$ cat src/rtl/i2c_cmd_sequencer.sv
// ============================================================================
// i2c_cmd_sequencer
//
// Frame-level controller of the UART-to-I2C bridge. It parses host command
// frames arriving on the UART RX byte stream, drives START / address / data /
// STOP operations into the I2C byte engine, and returns read data followed by
// one status byte per frame on the UART TX byte stream.
//
// Frame:  byte0 = {addr[6:0], rw}   (rw = 1 : read)
//         byte1 = N                 (0..255, N = 0 is an address probe)
//         write frames carry N further data bytes
// Status: 0x00 OK, 0x01 address NACK, 0x02 data NACK, 0x03 engine error,
//         0x04 host timeout
//
// Ports
//   clk, rst_n                      clock, asynchronous active-low reset
//   rx_data/rx_valid/rx_ready       host bytes from the UART receiver
//   tx_data/tx_valid/tx_ready       reply bytes to the UART transmitter
//   cmd_op/cmd_wdata/cmd_valid/cmd_ready
//                                   op request to the byte engine
//                                   (0 START, 1 STOP, 2 WRITE, 3 READ_ACK,
//                                    4 READ_NACK)
//   resp_valid/resp_rdata/resp_nack/resp_err
//                                   completion pulse of the outstanding op
//   busy                            high whenever a frame is in progress
// ============================================================================
module i2c_cmd_sequencer #(
    parameter int RX_TIMEOUT_CYCLES = 10_000_000
) (
    input  logic       clk,
    input  logic       rst_n,
    input  logic [7:0] rx_data,
    input  logic       rx_valid,
    output logic       rx_ready,
    output logic [7:0] tx_data,
    output logic       tx_valid,
    input  logic       tx_ready,
    output logic [2:0] cmd_op,
    output logic [7:0] cmd_wdata,
    output logic       cmd_valid,
    input  logic       cmd_ready,
    input  logic       resp_valid,
    input  logic [7:0] resp_rdata,
    input  logic       resp_nack,
    input  logic       resp_err,
    output logic       busy
);

    localparam int TW = $clog2(RX_TIMEOUT_CYCLES + 1);
    localparam logic [TW-1:0] TMO_MAX = TW'(RX_TIMEOUT_CYCLES);

    localparam logic [2:0] OP_START     = 3'd0;
    localparam logic [2:0] OP_STOP      = 3'd1;
    localparam logic [2:0] OP_WRITE     = 3'd2;
    localparam logic [2:0] OP_READ_ACK  = 3'd3;
    localparam logic [2:0] OP_READ_NACK = 3'd4;

    localparam logic [7:0] STS_OK    = 8'h00;
    localparam logic [7:0] STS_ANACK = 8'h01;
    localparam logic [7:0] STS_DNACK = 8'h02;
    localparam logic [7:0] STS_ERR   = 8'h03;
    localparam logic [7:0] STS_TMO   = 8'h04;

    typedef enum logic [3:0] {
        IDLE,
        GET_LEN,
        DO_START,
        DO_ADDR,
        GET_WBYTE,
        DO_WRITE,
        DO_READ,
        SEND_RBYTE,
        DRAIN,
        DO_STOP,
        SEND_STATUS
    } state_t;

    state_t          state,      state_nxt;
    logic [7:0]      addr_byte,  addr_byte_nxt;
    logic [7:0]      wbyte,      wbyte_nxt;
    logic [7:0]      remaining,  remaining_nxt;
    logic [7:0]      status,     status_nxt;
    logic            pending,    pending_nxt;
    logic [TW-1:0]   tmo_cnt,    tmo_cnt_nxt;
    logic            rx_ready_nxt;
    logic            tx_valid_nxt;
    logic [7:0]      tx_data_nxt;
    logic            cmd_valid_nxt;
    logic [2:0]      cmd_op_nxt;
    logic [7:0]      cmd_wdata_nxt;
    logic            busy_nxt;

    logic            rx_fire;
    logic            resp_fire;
    logic            tmo_hit;
    logic            wr_left;

    always_ff @(posedge clk or negedge rst_n) begin
        if (!rst_n) begin
            state     <= IDLE;
            addr_byte <= 8'h00;
            wbyte     <= 8'h00;
            remaining <= 8'h00;
            status    <= STS_OK;
            pending   <= 1'b0;
            tmo_cnt   <= '0;
            rx_ready  <= 1'b0;
            tx_valid  <= 1'b0;
            tx_data   <= 8'h00;
            cmd_valid <= 1'b0;
            cmd_op    <= OP_START;
            cmd_wdata <= 8'h00;
            busy      <= 1'b0;
        end else begin
            state     <= state_nxt;
            addr_byte <= addr_byte_nxt;
            wbyte     <= wbyte_nxt;
            remaining <= remaining_nxt;
            status    <= status_nxt;
            pending   <= pending_nxt;
            tmo_cnt   <= tmo_cnt_nxt;
            rx_ready  <= rx_ready_nxt;
            tx_valid  <= tx_valid_nxt;
            tx_data   <= tx_data_nxt;
            cmd_valid <= cmd_valid_nxt;
            cmd_op    <= cmd_op_nxt;
            cmd_wdata <= cmd_wdata_nxt;
            busy      <= busy_nxt;
        end
    end

    always_comb begin
        state_nxt     = state;
        addr_byte_nxt = addr_byte;
        wbyte_nxt     = wbyte;
        remaining_nxt = remaining;
        status_nxt    = status;
        pending_nxt   = pending;
        tx_valid_nxt  = tx_valid;
        tx_data_nxt   = tx_data;
        cmd_valid_nxt = cmd_valid;
        cmd_op_nxt    = cmd_op;
        cmd_wdata_nxt = cmd_wdata;
        resp_fire     = 1'b0;
        rx_fire       = rx_valid && rx_ready;
        tmo_hit       = (tmo_cnt == TMO_MAX);
        // host still owes data bytes of a write frame
        wr_left       = !addr_byte[0] && (remaining != 8'h00);

        // Shared op handshake for every DO_* state: raise the request one
        // cycle after entry, drop it on acceptance, then wait for the single
        // completion pulse. Responses with nothing outstanding fall through.
        if (state inside {DO_START, DO_ADDR, DO_WRITE, DO_READ, DO_STOP}) begin
            if (!cmd_valid && !pending) begin
                cmd_valid_nxt = 1'b1;
                case (state)
                    DO_START: cmd_op_nxt = OP_START;
                    DO_ADDR: begin
                        cmd_op_nxt    = OP_WRITE;
                        cmd_wdata_nxt = addr_byte;
                    end
                    DO_WRITE: begin
                        cmd_op_nxt    = OP_WRITE;
                        cmd_wdata_nxt = wbyte;
                    end
                    DO_READ:  cmd_op_nxt = (remaining == 8'h01) ? OP_READ_NACK : OP_READ_ACK;
                    default:  cmd_op_nxt = OP_STOP;
                endcase
            end else if (cmd_valid && cmd_ready) begin
                cmd_valid_nxt = 1'b0;
                pending_nxt   = 1'b1;
            end else if (pending && resp_valid) begin
                pending_nxt = 1'b0;
                resp_fire   = 1'b1;
            end
        end

        case (state)
            IDLE: begin
                if (rx_fire) begin
                    addr_byte_nxt = rx_data;
                    status_nxt    = STS_OK;
                    state_nxt     = GET_LEN;
                end
            end
            GET_LEN: begin
                if (rx_fire) begin
                    remaining_nxt = rx_data;
                    state_nxt     = DO_START;
                end else if (tmo_hit) begin
                    status_nxt = STS_TMO;
                    state_nxt  = SEND_STATUS;
                end
            end
            DO_START: begin
                if (resp_fire) begin
                    if (resp_err) begin
                        status_nxt = STS_ERR;
                        state_nxt  = wr_left ? DRAIN : SEND_STATUS;
                    end else begin
                        state_nxt = DO_ADDR;
                    end
                end
            end
            DO_ADDR: begin
                if (resp_fire) begin
                    if (resp_err) begin
                        status_nxt = STS_ERR;
                        state_nxt  = wr_left ? DRAIN : SEND_STATUS;
                    end else if (resp_nack) begin
                        status_nxt = STS_ANACK;
                        state_nxt  = wr_left ? DRAIN : DO_STOP;
                    end else if (remaining == 8'h00) begin
                        state_nxt = DO_STOP;
                    end else begin
                        state_nxt = addr_byte[0] ? DO_READ : GET_WBYTE;
                    end
                end
            end
            GET_WBYTE: begin
                if (rx_fire) begin
                    wbyte_nxt     = rx_data;
                    remaining_nxt = remaining - 8'd1;
                    state_nxt     = DO_WRITE;
                end else if (tmo_hit) begin
                    status_nxt = STS_TMO;
                    state_nxt  = DO_STOP;
                end
            end
            DO_WRITE: begin
                if (resp_fire) begin
                    if (resp_err) begin
                        status_nxt = STS_ERR;
                        state_nxt  = wr_left ? DRAIN : SEND_STATUS;
                    end else if (resp_nack) begin
                        status_nxt = STS_DNACK;
                        state_nxt  = wr_left ? DRAIN : DO_STOP;
                    end else begin
                        state_nxt = (remaining == 8'h00) ? DO_STOP : GET_WBYTE;
                    end
                end
            end
            DO_READ: begin
                if (resp_fire) begin
                    if (resp_err) begin
                        status_nxt = STS_ERR;
                        state_nxt  = SEND_STATUS;
                    end else begin
                        tx_data_nxt   = resp_rdata;
                        tx_valid_nxt  = 1'b1;
                        remaining_nxt = remaining - 8'd1;
                        state_nxt     = SEND_RBYTE;
                    end
                end
            end
            SEND_RBYTE: begin
                // next READ waits for the host side to take this byte
                if (tx_valid && tx_ready) begin
                    tx_valid_nxt = 1'b0;
                    state_nxt    = (remaining == 8'h00) ? DO_STOP : DO_READ;
                end
            end
            DRAIN: begin
                if (rx_fire) begin
                    remaining_nxt = remaining - 8'd1;
                    if (remaining == 8'h01) begin
                        state_nxt = (status == STS_ERR) ? SEND_STATUS : DO_STOP;
                    end
                end else if (tmo_hit) begin
                    // engine error already released the bus: no STOP then
                    state_nxt = (status == STS_ERR) ? SEND_STATUS : DO_STOP;
                end
            end
            DO_STOP: begin
                if (resp_fire) begin
                    if (resp_err) begin
                        status_nxt = STS_ERR;
                    end
                    state_nxt = SEND_STATUS;
                end
            end
            SEND_STATUS: begin
                if (tx_valid && tx_ready) begin
                    tx_valid_nxt = 1'b0;
                    state_nxt    = IDLE;
                end
            end
            default: state_nxt = IDLE;
        endcase

        // status byte is presented on the cycle after the deciding event
        if ((state_nxt == SEND_STATUS) && (state != SEND_STATUS)) begin
            tx_valid_nxt = 1'b1;
            tx_data_nxt  = status_nxt;
        end

        rx_ready_nxt = state_nxt inside {IDLE, GET_LEN, GET_WBYTE, DRAIN};
        busy_nxt     = (state_nxt != IDLE);

        // host inter-byte timer: restarts on every accepted byte and on entry
        if ((state inside {GET_LEN, GET_WBYTE, DRAIN}) && (state_nxt == state) && !rx_fire) begin
            tmo_cnt_nxt = tmo_cnt + TW'(1);
        end else begin
            tmo_cnt_nxt = '0;
        end
    end

endmodule

$ cat config.mk
export PLATFORM = sky130hd
export DESIGN_NAME = i2c_cmd_sequencer
export DESIGN_NICKNAME = d
export VERILOG_FILES = /design/src/rtl/i2c_cmd_sequencer.sv
export SDC_FILE = /design/constraint.sdc
export NUM_CORES = 1
export LEC_CHECK = 0
export ABC_AREA = 1
export BUFFER_PORTS_ARGS = -buffer_cell sky130_fd_sc_hd__buf_4
export CAP_MARGIN = 20
export CELL_PAD_IN_SITES_DETAIL_PLACEMENT = 1
export CELL_PAD_IN_SITES_GLOBAL_PLACEMENT = 1
export CORE_MARGIN = 10
export CORE_UTILIZATION = 48
export DETAILED_ROUTE_END_ITERATION = 10
export PLACE_DENSITY = 0.9
export SLEW_MARGIN = 25
export SYNTH_ARGS = -nofsm -noshare
export SYNTH_HDL_FRONTEND = slang
export SYNTH_SLANG_ARGS = --single-unit
$ cat constraint.sdc
create_clock -name clk -period 6.7 [get_ports clk]
set_input_delay 1.34 -clock clk [delete_from_list [all_inputs] [get_ports clk]]
set_output_delay 1.34 -clock clk [all_outputs]
set_load 0.02 [all_outputs]
==> flow_summary.yaml <==
critical_path:
  worstPathMaxFanout: 24
  r2r_end: "remaining[7]"
  crit_type: "input pin to flop"
  r2r_slack_ns: 3.73
  reg2reg_from: "state[1]"
  critPathLaunchType: "input pin"
  crit_arrival_ns: 3.77
  crit_required_ns: 6.93
  end_kind: "flop"
  rr_worst_depth: 8
min_path:
  min_from: "wbyte[2]"
  worstHoldPathCells: 2
  holdCritPathClass: "flop to flop"
  min_to: "wbyte[2]"
timing:
  finalSetupViolations: 0
  tns_ns: 0
  slew_headroom_pct: 41.4
  slew_viol_final: 0
  fin_crit_sh_pct: 52.9
  rsz0062_at_grt: "no"
  fmax_mhz: 282
  worstMarginPinSlew_ns: 0.878
  fin_worst_skew_ns: 0.0191
  fin_crit_ns: 3.54
  finalHoldViolCount: 0
global_routing:
  gr-total-overflow: 0
  grt_pass1_vias: 4673
  grt_usage_pct: 19.1
  grt_max_degree: 53
  grt_pass1_wl_um: 23000
  antenna_found_initial: 0
logic_synthesis:
  ys_warn_count: 0
  synth_top_area_cell: "dfrtp_1"
  ys_ff_latch: 84
  synth.most_common_cell: "nand2_1"
  synth_cells: 646
  yosysUniqueCellTypes: 36
  synth_area_um2: 4970
  yosysSeqAreaShare_pct: 42.3
  synth_async_sr_flop_share_pct: 100
  synth_edf_count: 0
  synth.avg_cell_area_um2: 7.70
  synthFlopType: "dfrtp_1"
  synth_top_area_share_pct: 42.3
  synth_nets: 675
  synthTopCellsByArea: "dfrtp_1, nand2_1, nor2_1, inv_1, nor2_4"
  synthTopCellsByCount: "nand2_1, nor2_1, dfrtp_1, inv_1, nand3_1"
floorplan:
  die-area_um2: 14800
  rows: 37
  initial_core_util_pct: 48.6
  core_um2: 10200
  ios: 47
  die_w_um: 122
  die_h_um: 122
placement:
  hpwl_um: 10600
  place_congestion: 0.921
  place_area_um2: 5450
  io_buffers: 46
status:
  status: "finished, final reports clean"
power_and_ir_drop:
  p_leak_nw: 2.69
  intPower_mw: 1.11
  max-vdd-ir-drop_mv: 0.206
  p_sw_mw: 0.888
  powerDensity_nw_per_um2: 354
  clkPwrFrac_pct: 20.1
  power_frac_seq_pct: 36.3
  switching_share_pct: 44.4
  p_comb_share_pct: 43.6
layout:
  diodes: 0
  post-route-cell-area_um2: 5650
  drive_gt1_share_pct: 16.3
  syn2layout_area_growth_pct: 13.6
  nets: 725
cts:
  clock_sinks: 84
  cts_root_buf: "clkbuf_8"
  cts_tree: "done"
  postCtsHoldBufs: 0
  cts_setup_buffers: 0
  clk_pin_slew_ns: 0.09
  cts_resized: 0
  cts_buffer_depth: 2
  cts_made_buffers: 9
  clk_latency_ns: 0.37
  htree_levels: 3
routing:
  viasPerCell: 5.34
  first_pass_iters: 5
  wl_per_cell_um: 16.5
  postRouteWirelength_um: 13800
  first_iter_violations: 175
  drc: 0
  ant_nets: 0
  vias: 4457
flow_run:
  max_cap_viol_count: 0
routing by layer:
layer  track usage [%]  up-vias  share of wire, %
li1                  -     2159                 -
met1              24.2     2201                45
met2              32.2       76                50
met3              3.15       21               3.6
met4              6.93        0               1.8
met5                 0        -                 0
cell usage in the layout (no fill, tap or decap), types with 9 or more instances in the layout:
cell type    n
o21ai_0     41
clkbuf_8     9
nor2_1      90
inv_1       81
nor2_4      24
nand3_1     42
a21oi_1     19
xor2_1      19
a31oi_1     10
nand4_1     17
nand2_1    150
buf_4       46
nor3_1      11
dfrtp_1     84
nand2_2      9
layout make-up:
cell class,count,area (um2)
well taps,136,170
flip-flops and latches,84,2100
clock buffers,10,128
inverters,88,333
multi-input cells,466,2470
repair buffers,47,373
fillers,1307,4580
clock inverters,4,76.3
logic make-up (layout without fill, tap and decap cells):
logic type                 Yosys count  after routing  synth area share (%)
and+or+nand+nor                    361            361                  36.0
buffers and inverters               96            149                  8.12
DFF                                 84             84                  42.3
AOI/OAI and AO/OA                   79             79                  8.65
xor gates and xnor gates            21             21                  3.70
adders and majority gates            5              5                  1.26
per-stage QoR:
stage / power [mW] / setup slack, ns / util (%) / hold slack, ns / cells
after floorplan: 1.34 / 3.72 / - / 0.453 / 646
after global placement: 1.55 / 3.00 / 53.0 / 0.467 / 820
after detailed placement: 1.60 / 2.84 / 53.2 / 0.481 / 821
after CTS: 2.01 / 3.20 / 55.2 / 0.503 / 835
after global routing: 2.14 / 2.98 / 55.3 / 0.529 / 835
final: 2.00 / 3.16 / 55.3 / 0.500 / 835
flip-flops by register name (all words and copies together) (netlist names), 4 cells and up:
name,flops
remaining,8
status,8
tx_data,8
cmd_wdata,8
wbyte,8
tmo_cnt,24
state,4
addr_byte,8
power groups by stage:
stage	Combinational, mW	Sequential (mW)	Clock, mW
global route	0.966	0.742	0.430
floorplan	0.574	0.764	0
CTS	0.874	0.726	0.407
finish	0.872	0.727	0.402
global placement	0.828	0.725	0
detailed placement	0.867	0.734	0
worst max path at each step:
stage,startpoint,endpoint,cells past startpoint
floorplan,rx_valid,tmo_cnt[16],13
global placement,rx_valid,tmo_cnt[23],13
detailed placement,rx_valid,tmo_cnt[1],13
CTS,rx_valid,tmo_cnt[1],13
global route,rx_valid,tmo_cnt[23],13
finish,rx_valid,tmo_cnt[2],13
critical path, cell delays in order:
cell	delay, ns
buf_4	0.11
nand2_1	0.17
clkinv_1	0.28
nand2_2	0.33
o21ai_0	0.17
nor2_1	0.14
nand2_1	0.06
nor2_1	0.23
nand4_1	0.15
nand2_2	0.12
nor2_4	0.04
nand2_4	0.50
nor2_1	0.09
No activity file was read; power rests on OpenSTA's default activity.
